### src/rtl/riscv_config_pkg.sv
// Core-wide configuration constants shared by the execute-stage units.
package riscv_config_pkg;

  // Architectural register width (32 for RV32, 64 for RV64).
  localparam int unsigned XLEN = 32;

  // Default cycles from multiply issue to result; legal range 1..8.
  localparam int unsigned DEFAULT_MULT_LATENCY = 3;

endpackage

### src/rtl/riscv_core_pkg.sv
// Shared types for the multiply unit: operation encoding, tag width, request bundle
// and small decode helpers for operand extension and result half selection.
package riscv_core_pkg;

  import riscv_config_pkg::*;

  localparam int unsigned MULT_TAG_WIDTH = 4;

  // Low two bits of funct3 for the RV M-extension multiplies.
  typedef enum logic [1:0] {
    OpMul    = 2'b00,
    OpMulh   = 2'b01,
    OpMulhsu = 2'b10,
    OpMulhu  = 2'b11
  } mult_op_e;

  typedef struct packed {
    mult_op_e                  op;
    logic [XLEN-1:0]           a;
    logic [XLEN-1:0]           b;
    logic [MULT_TAG_WIDTH-1:0] tag;
  } mult_req_t;

  // rs1 is treated as signed for everything except MULHU.
  function automatic logic op_a_signed(mult_op_e op);
    return op != OpMulhu;
  endfunction

  // rs2 is treated as signed only for MUL and MULH.
  function automatic logic op_b_signed(mult_op_e op);
    return (op == OpMul) || (op == OpMulh);
  endfunction

  // Every op except MUL returns the upper half of the product.
  function automatic logic op_high_half(mult_op_e op);
    return op != OpMul;
  endfunction

endpackage

### src/rtl/mult_pipe_core.sv
// Signed (W+1)x(W+1) multiplier with a LATENCY-deep valid/data pipeline.
// Stage 1 registers the extended operands; the multiplier sits behind them and the
// remaining LATENCY-1 stages register the product so synthesis can retime into the
// multiplier. With LATENCY=1 the product is combinational from stage 1.
// A side bus carries per-operation metadata alongside the data.
module mult_pipe_core #(
  parameter int unsigned W          = 32,
  parameter int unsigned LATENCY    = 3,
  parameter int unsigned SIDE_WIDTH = 6
) (
  input  logic                  clk_i,
  input  logic                  rst_ni,
  input  logic                  flush,
  input  logic                  advance,
  input  logic                  in_valid,
  input  logic [W:0]            a,
  input  logic [W:0]            b,
  input  logic [SIDE_WIDTH-1:0] side_in,
  output logic                  out_valid,
  output logic [2*W-1:0]        prod,
  output logic [SIDE_WIDTH-1:0] side_out,
  output logic                  busy
);

  logic                  s1_valid;
  logic [W:0]            s1_a;
  logic [W:0]            s1_b;
  logic [SIDE_WIDTH-1:0] s1_side;

  // Stage 1: capture operands; flush kills the valid bit even while stalled.
  always_ff @(posedge clk_i) begin
    if (!rst_ni) begin
      s1_valid <= 1'b0;
      s1_a     <= '0;
      s1_b     <= '0;
      s1_side  <= '0;
    end else begin
      if (flush) begin
        s1_valid <= 1'b0;
      end else if (advance) begin
        s1_valid <= in_valid;
      end
      if (advance) begin
        s1_a    <= a;
        s1_b    <= b;
        s1_side <= side_in;
      end
    end
  end

  logic signed [2*W+1:0] a_wide;
  logic signed [2*W+1:0] b_wide;
  logic signed [2*W+1:0] prod_full;
  logic        [2*W-1:0] prod_comb;
  logic        [1:0]     unused_prod_top;

  // Sign-extend to the full product width so the multiply is exact.
  always_comb begin
    a_wide    = {{(W + 1){s1_a[W]}}, s1_a};
    b_wide    = {{(W + 1){s1_b[W]}}, s1_b};
    prod_full = a_wide * b_wide;
  end

  // The two guard bits above 2W are never selected by any op.
  assign prod_comb       = prod_full[2*W-1:0];
  assign unused_prod_top = prod_full[2*W+1:2*W];

  if (LATENCY == 1) begin : g_comb_out
    assign out_valid = s1_valid;
    assign prod      = prod_comb;
    assign side_out  = s1_side;
    assign busy      = s1_valid;
  end else begin : g_prod_regs
    localparam int NP = int'(LATENCY) - 1;

    logic [NP-1:0]         p_valid;
    logic [2*W-1:0]        p_prod [NP];
    logic [SIDE_WIDTH-1:0] p_side [NP];

    // Product stages: shift on advance, hold everything (bubbles too) on stall.
    always_ff @(posedge clk_i) begin
      if (!rst_ni) begin
        p_valid <= '0;
        for (int i = 0; i < NP; i++) begin
          p_prod[i] <= '0;
          p_side[i] <= '0;
        end
      end else begin
        if (flush) begin
          p_valid <= '0;
        end else if (advance) begin
          p_valid[0] <= s1_valid;
          for (int i = 1; i < NP; i++) begin
            p_valid[i] <= p_valid[i-1];
          end
        end
        if (advance) begin
          p_prod[0] <= prod_comb;
          p_side[0] <= s1_side;
          for (int i = 1; i < NP; i++) begin
            p_prod[i] <= p_prod[i-1];
            p_side[i] <= p_side[i-1];
          end
        end
      end
    end

    assign out_valid = p_valid[NP-1];
    assign prod      = p_prod[NP-1];
    assign side_out  = p_side[NP-1];
    assign busy      = s1_valid | (|p_valid);
  end

endmodule

### src/rtl/mult_unit_pipelined.sv
// Fully pipelined RV32M/RV64M multiply unit (MUL/MULH/MULHSU/MULHU), one op per
// cycle, in-order results with a caller tag, global stall and flush.
// Optional build macro MULT_PERF_CNT_EN adds accepted-op and stall-cycle counters.
module mult_unit_pipelined
  import riscv_config_pkg::*;
  import riscv_core_pkg::*;
#(
  parameter int unsigned DATA_WIDTH = XLEN,
  parameter int unsigned LATENCY    = DEFAULT_MULT_LATENCY,
  parameter int unsigned TAG_WIDTH  = MULT_TAG_WIDTH
) (
  input  logic                  clk_i,
  input  logic                  rst_ni,
  input  logic                  flush_i,
  input  logic                  in_valid_i,
  output logic                  in_ready_o,
  input  logic [2:0]            op_type_i,
  input  logic [DATA_WIDTH-1:0] operand_a_i,
  input  logic [DATA_WIDTH-1:0] operand_b_i,
  input  logic [TAG_WIDTH-1:0]  tag_i,
  output logic                  out_valid_o,
  input  logic                  out_ready_i,
  output logic [DATA_WIDTH-1:0] result_o,
  output logic [TAG_WIDTH-1:0]  tag_o,
  output logic                  illegal_o,
  output logic                  busy_o
`ifdef MULT_PERF_CNT_EN
  ,
  output logic [31:0]           perf_ops_o,
  output logic [31:0]           perf_stall_o
`endif
);

  localparam int unsigned W          = DATA_WIDTH;
  localparam int unsigned SIDE_WIDTH = TAG_WIDTH + 2;

  mult_op_e              op;
  logic                  req_illegal;
  logic [W:0]            a_ext;
  logic [W:0]            b_ext;
  logic [SIDE_WIDTH-1:0] side_in;
  logic [SIDE_WIDTH-1:0] side_out;
  logic                  stall;
  logic                  accept;
  logic                  pipe_valid;
  logic [2*W-1:0]        pipe_prod;
  logic                  pipe_high;
  logic                  pipe_illegal;
  logic [TAG_WIDTH-1:0]  pipe_tag;

  assign op          = mult_op_e'(op_type_i[1:0]);
  assign req_illegal = op_type_i[2];

  // Operand extension and metadata packing for the request being offered.
  always_comb begin
    a_ext   = {op_a_signed(op) & operand_a_i[W-1], operand_a_i};
    b_ext   = {op_b_signed(op) & operand_b_i[W-1], operand_b_i};
    side_in = {op_high_half(op), req_illegal, tag_i};
  end

  // Handshake: the whole pipe freezes while the head result waits for the consumer.
  always_comb begin
    stall      = pipe_valid && !out_ready_i;
    in_ready_o = rst_ni && !stall;
    accept     = in_valid_i && in_ready_o;
  end

  mult_pipe_core #(
    .W          (W),
    .LATENCY    (LATENCY),
    .SIDE_WIDTH (SIDE_WIDTH)
  ) u_core (
    .clk_i     (clk_i),
    .rst_ni    (rst_ni),
    .flush     (flush_i),
    .advance   (!stall),
    .in_valid  (accept),
    .a         (a_ext),
    .b         (b_ext),
    .side_in   (side_in),
    .out_valid (pipe_valid),
    .prod      (pipe_prod),
    .side_out  (side_out),
    .busy      (busy_o)
  );

  assign {pipe_high, pipe_illegal, pipe_tag} = side_out;

  // Result selection; outputs are forced to zero whenever no result is presented.
  always_comb begin
    out_valid_o = pipe_valid;
    result_o    = '0;
    tag_o       = '0;
    illegal_o   = 1'b0;
    if (pipe_valid) begin
      tag_o     = pipe_tag;
      illegal_o = pipe_illegal;
      if (!pipe_illegal) begin
        result_o = pipe_high ? pipe_prod[2*W-1:W] : pipe_prod[W-1:0];
      end
    end
  end

`ifdef MULT_PERF_CNT_EN
  // Free-running counters of handshakes and stalled cycles; flush does not touch them.
  always_ff @(posedge clk_i) begin
    if (!rst_ni) begin
      perf_ops_o   <= '0;
      perf_stall_o <= '0;
    end else begin
      if (accept) begin
        perf_ops_o <= perf_ops_o + 32'd1;
      end
      if (stall) begin
        perf_stall_o <= perf_stall_o + 32'd1;
      end
    end
  end
`endif

endmodule

### config.mk
export PLATFORM = sky130hd
export DESIGN_NAME = mult_unit_pipelined
export DESIGN_NICKNAME = d
export VERILOG_FILES = /design/src/rtl/riscv_config_pkg.sv /design/src/rtl/riscv_core_pkg.sv /design/src/rtl/mult_pipe_core.sv /design/src/rtl/mult_unit_pipelined.sv
export SDC_FILE = /design/constraint.sdc
export NUM_CORES = 2
export LEC_CHECK = 0
export CORE_MARGIN = 1.5
export CORE_UTILIZATION = 46
export DETAILED_ROUTE_END_ITERATION = 16
export GPL_TIMING_DRIVEN = 1
export PLACE_DENSITY = 0.63
export RECOVER_POWER = 25
export SETUP_SLACK_MARGIN = 0.02
export SYNTH_ARGS = -nofsm -noshare
export SYNTH_HDL_FRONTEND = slang
export SYNTH_HIERARCHICAL = 1
export SYNTH_SLANG_ARGS = --single-unit
### constraint.sdc
create_clock -name clk_i -period 12.3 [get_ports clk_i]
set_input_delay 1.845 -clock clk_i [delete_from_list [all_inputs] [get_ports clk_i]]
set_output_delay 1.845 -clock clk_i [all_outputs]
set_load 0.02 [all_outputs]
; ---- Yosys cells after proc, flatten, opt, wreduce, memory -nomap -nowiden
; Memory sizes are Yosys's and may differ from the RTL's.
; Index checks and enable logic that the tools add are counted.
[totals]
mem_bits_rw = 140
n_memories = 2
output_inout_bits = 40
ff_bits = 75
[op_classes]
multipliers = 1
reduce_logical = 10
n_eq_ne = 2
n_bitwise = 8
n_mux = 13
[memory_table]
columns = memory, words, word_bits, read_ports, rd_ports_with_merged_regs, write_ports, line
row1 = u_core.g_prod_regs.p_prod, 2, 64, 2, 0, 2, mult_pipe_core.sv:77  ; logic [2*W-1:0] p_prod [NP];
row2 = u_core.g_prod_regs.p_side, 2, 6, 2, 0, 2, mult_pipe_core.sv:78  ; logic [SIDE_WIDTH-1:0] p_side [NP];
[op_table]
columns = op, n
row1 = $mux W64, 2
row2 = $mux W32, 3
row3 = $mul A33 B33 Y64, 1
row4 = $mux W6, 2
row5 = $mux W1, 5
row6 = $or A1 B1 Y1, 5
row7 = $mux W4, 1
row8 = $reduce_or A2 Y1, 2
row9 = $logic_and A1 B1 Y1, 3
row10 = $and A1 B1 Y1, 2
row11 = $eq A2 B1 Y1 const B, 1
row12 = $logic_not A1 Y1, 2
row13 = $logic_not A2 Y1, 1
row14 = $ne A2 B2 Y1 const B, 1
row15 = $reduce_bool A2 Y1, 1
row16 = $logic_or A1 B1 Y1, 1
row17 = $not A1 Y1, 1

; ---- Depth between registers and ports, before layout
[depth]
word_depth = 6
depth_mapped = 29
ltp_nobuf = 25

; ---- Modules after synthesis
; The synthesis kept the hierarchy.
[modules_own_cells]
columns = mod, cells_per_inst, n_inst, area_per_inst_um2, seq_area_each_um2
row1 = mult_pipe_core, 4791, 1, 46856.2, 5705.5
row2 = mult_unit_pipelined, 83, 1, 624.3, 0.0

; ---- Least setup slack after synthesis
; OpenSTA, ideal clock, no wires.
[synth_path]
path_type = reg2reg
start = reg u_core.s1_b[3]
end = mem u_core/g_prod_regs.p_prod[0][62] (netlist name) (data pin)
required_ns = 12.124
n_path_buf = 2
path_stages_with_launch = 26
slack_ns = 4.216
setup_ns = 0.176
arrival_ns = 7.908
cell_sequence = dfxtp_1 clkbuf_1 clkbuf_1 nand2_1 inv_1 fa_1 fa_1 fa_1 inv_1 fa_1 inv_1 fa_1 fa_1 fa_1 inv_1 fa_1 inv_1 ha_1 and3_1 and3_1 and3_1 and3_1 a32o_1 or3_4 and2_4 o311ai_2
[synth_lines]
columns = item, line
row1 = "start, declared", mult_pipe_core.sv:27  ; logic [W:0] s1_b;
row2 = "start signal, assigned", mult_pipe_core.sv:35  ; s1_b <= '0;
row3 = "start signal, assigned", mult_pipe_core.sv:45  ; s1_b <= b;
row4 = "end, declared", mult_pipe_core.sv:77

==> out/summary.txt <==
R2R setup slack: 3.12 ns
post-CTS setup buffers: 0
Worst Path Required: 12.68 ns
CTS H-tree depth: 1
main flop type after synthesis: edfxtp_1
Max Fanout on Critical Path: 18
number of global-route vias before repair: 34800
# fillers: 9546
WS Path Type: reg -> reg
GP Congestion: 0.900
Mapped Cells: 4874
Starting Density: 46.5%
hold path depth: 2
Seq cells post-synth: 215
M1 WL: 48800 um
Final ANT Viol Nets: 0
Synthesized Nets: 6287
clk slew on worst S/H paths: 0.06 ns
Seq. cell area: 0.00572 mm^2
CTS Sinks: 215
Site Rows: 117
multi-input logic area: 0.0361 mm^2
GR Util All Layers: 24.0%
r2r startpoint: u_core/s1_b[5]
Power per Cell Area: 206 mW/mm^2
min-delay src: u_core/s1_side[1]
fmax: 109 MHz
CTS Root Cell: clkbuf_16
Tightest Pin Transition: 3.06 ns
synthesis-to-finish area growth: 5.72%
number of flops mapped to enable cells by yosys: 140
most common cell after layout, fill and taps aside: fa_1
Post-route DRC: 0
clk buf depth: 3
arrival time at the worst endpoint: 9.56 ns
failing checks: capacitance limit, slew limit
period utilisation layout: 74.6%
drt pass-1 iters: 5
WL met3: 5590 um
DR vias/cell: 5.21
Hold EP: u_core/s1_side[1]
# IOs: 116
final setup fails: 0
IO Port Bufs: 115
Final Critical Period: 9.18 ns
crit end category: flop
Clk Latency, worst-skew pair: 0.64 ns
Post-DP Area: 0.0492 mm^2
Ys Warns: 6
register area share after synthesis: 12.0%
Worst R2R End: u_core/g_prod_regs.p_prod[0][63]
share of cells above drive strength 1: 3.05%
Post-Layout Inst Area: 0.0502 mm^2
TritonCTS clock tree: built
final net count: 6147
Total Wirelength: 121000 um
outcome: finished with violations
total number of vias: 31900
Worst Hold Class: reg -> reg
total die area: 0.105 mm^2
Clock Skew: 0.0343 ns
Leak: 25.4 nW
Resize count post-CTS: 0
Die H: 324 um
reg2reg path depth: 23
Max VDD drop: 0.000287 V
Synth cell types: 75
antenna violations before repair: 1
first-pass GRT wire length: 195000 um
critical path startpoint category: flop
largest net degree at the start of global routing: 85
synthesized area per cell: 9.74 um^2
antenna cells: 0
most frequent cells in the layout: fa_1, inv_1, and2_1, nand2_1, ha_1
GRT overflow: 0
metal2 WL: 62700 um
mapped cell area: 0.0475 mm^2
unrepaired setup endpoints after global routing: no
CTS Hold Bufs: 0
Num CTS Buffers: 30
max-slew violations: 128
wire per inst: 19.7 um
Top Metal Used: met4
Rel. slew slack: -104%
Max-Cap Viols: 2
asr flop ratio synth: 0%
endpoints failing hold: 0
die width: 324 um
Fin Setup TNS: 0 ns
core region area: 0.102 mm^2
HPWL after DPL: 95700 um
Iter 0 DRT Violations: 1744
[worst max-delay path by stage]
stage / from / endpoint / slack (ns) / cells after the start
floorplan: u_core/s1_b[3] / u_core/g_prod_regs.p_prod[0][62] / 4.22 / 25
global placement: u_core/s1_b[5] / u_core/g_prod_regs.p_prod[0][63] / 3.05 / 23
detailed placement: u_core/s1_b[5] / u_core/g_prod_regs.p_prod[0][63] / 3.10 / 23
CTS: u_core/s1_b[5] / u_core/g_prod_regs.p_prod[0][63] / 3.12 / 23
global route: u_core/s1_b[5] / u_core/g_prod_regs.p_prod[0][61] / 2.58 / 22
finish: u_core/s1_b[5] / u_core/g_prod_regs.p_prod[0][63] / 3.12 / 23
[sequential cells by signal, summed over array words and instances, names as in the netlist]
name                        count
u_core/g_prod_regs.p_prod     128
u_core/s1_b                    33
u_core/s1_side                  6
u_core/g_prod_regs.p_side      12
u_core/g_prod_regs.p_valid      2
u_core/s1_a                    33
u_core/s1_valid                 1
[routing by layer]
layer | track usage (%) | vias up
met4 | 6.64 | 0
met5 | 0 | -
li1 | - | 14000
met2 | 43.1 | 804
met1 | 31.0 | 16900
met3 | 2.33 | 201
[where the power goes]
group | total [mW] | internal (mW) | switching [mW]
logic | 8.28 | 3.17 | 5.10
registers | 1.15 | 1.06 | 0.0921
clock network | 0.926 | 0.527 | 0.398
[layout make-up]
type / count / share of cell area [%]
Clock buffer: 35 / 1.55
Inverter: 1077 / 8.05
Sequential cell: 215 / 11.4
Tap cell: 1368 / 3.41
Multi-Input combinational cell: 3234 / 71.9
Timing Repair Buffer: 176 / 3.19
Clock inverter: 21 / 0.504
[stage by stage]
| stage | hold slack [ns] | utilization, % | setup slack [ns] | total power, mW | cells |
|---|---|---|---|---|---|
| finish | 0.510 | 49.2 | 3.12 | 10.4 | 6126 |
| global route | 0.537 | 49.2 | 2.58 | 11.4 | 6126 |
| CTS | 0.516 | 49.2 | 3.12 | 10.4 | 6126 |
| detailed placement | 0.498 | 48.2 | 3.10 | 9.40 | 6070 |
| global placement | 0.491 | 48.2 | 3.05 | 9.38 | 6070 |
| floorplan | 0.474 | - | 4.22 | 7.10 | 4874 |
[cell usage after synthesis (9+ instances only)]
master	count	area [um^2]
mux2i_1	110	1100
a21oi_1	71	355
a21o_1	33	248
nor3b_1	9	67.6
nor2b_1	101	632
and3_1	98	613
o21a_1	9	67.6
nand2b_1	15	93.8
clkbuf_1	261	980
inv_1	1077	4040
and2_1	558	3490
ha_1	212	2650
nand4_1	11	68.8
fa_1	1125	22500
dfxtp_1	75	1500
nor2_1	86	323
nand3_1	22	110
buf_4	71	533
o21ai_0	35	175
nand2_1	555	2080
nor3_1	18	90.1
xor2_1	18	158
edfxtp_1	140	4200
xnor2_1	36	315
[kinds of logic after synthesis]
kind of cell	Yosys count	synth area share (%)
adder cells (fa/ha/maj)	1337	53.0
AO/OA/AOI/OAI	227	3.19
XOR/XNOR	54	0.996
multiplexers	110	2.32
AND/OR/NAND/NOR	1506	16.4
buffers and inverters	1425	12.0
flip-flops	215	12.0
[critical path: stages (launching register included)]
cell and delay [ns]:
dfxtp_1 0.68, buf_4 0.35, and2_1 0.18, fa_1 0.46, fa_1 0.51, fa_1 0.87
inv_1 0.23, fa_1 0.87, inv_1 0.38, fa_1 0.56, fa_1 0.55, inv_1 0.05
fa_1 0.46, fa_1 0.49, inv_1 0.05, ha_1 0.36, a21o_1 0.19, a21o_1 0.17
a21oi_1 0.13, o21ai_0 0.08, a21o_1 0.22, a2111oi_0 0.67, a22oi_1 0.24, mux2i_1 0.17
Power figures use the tool's default switching activity.
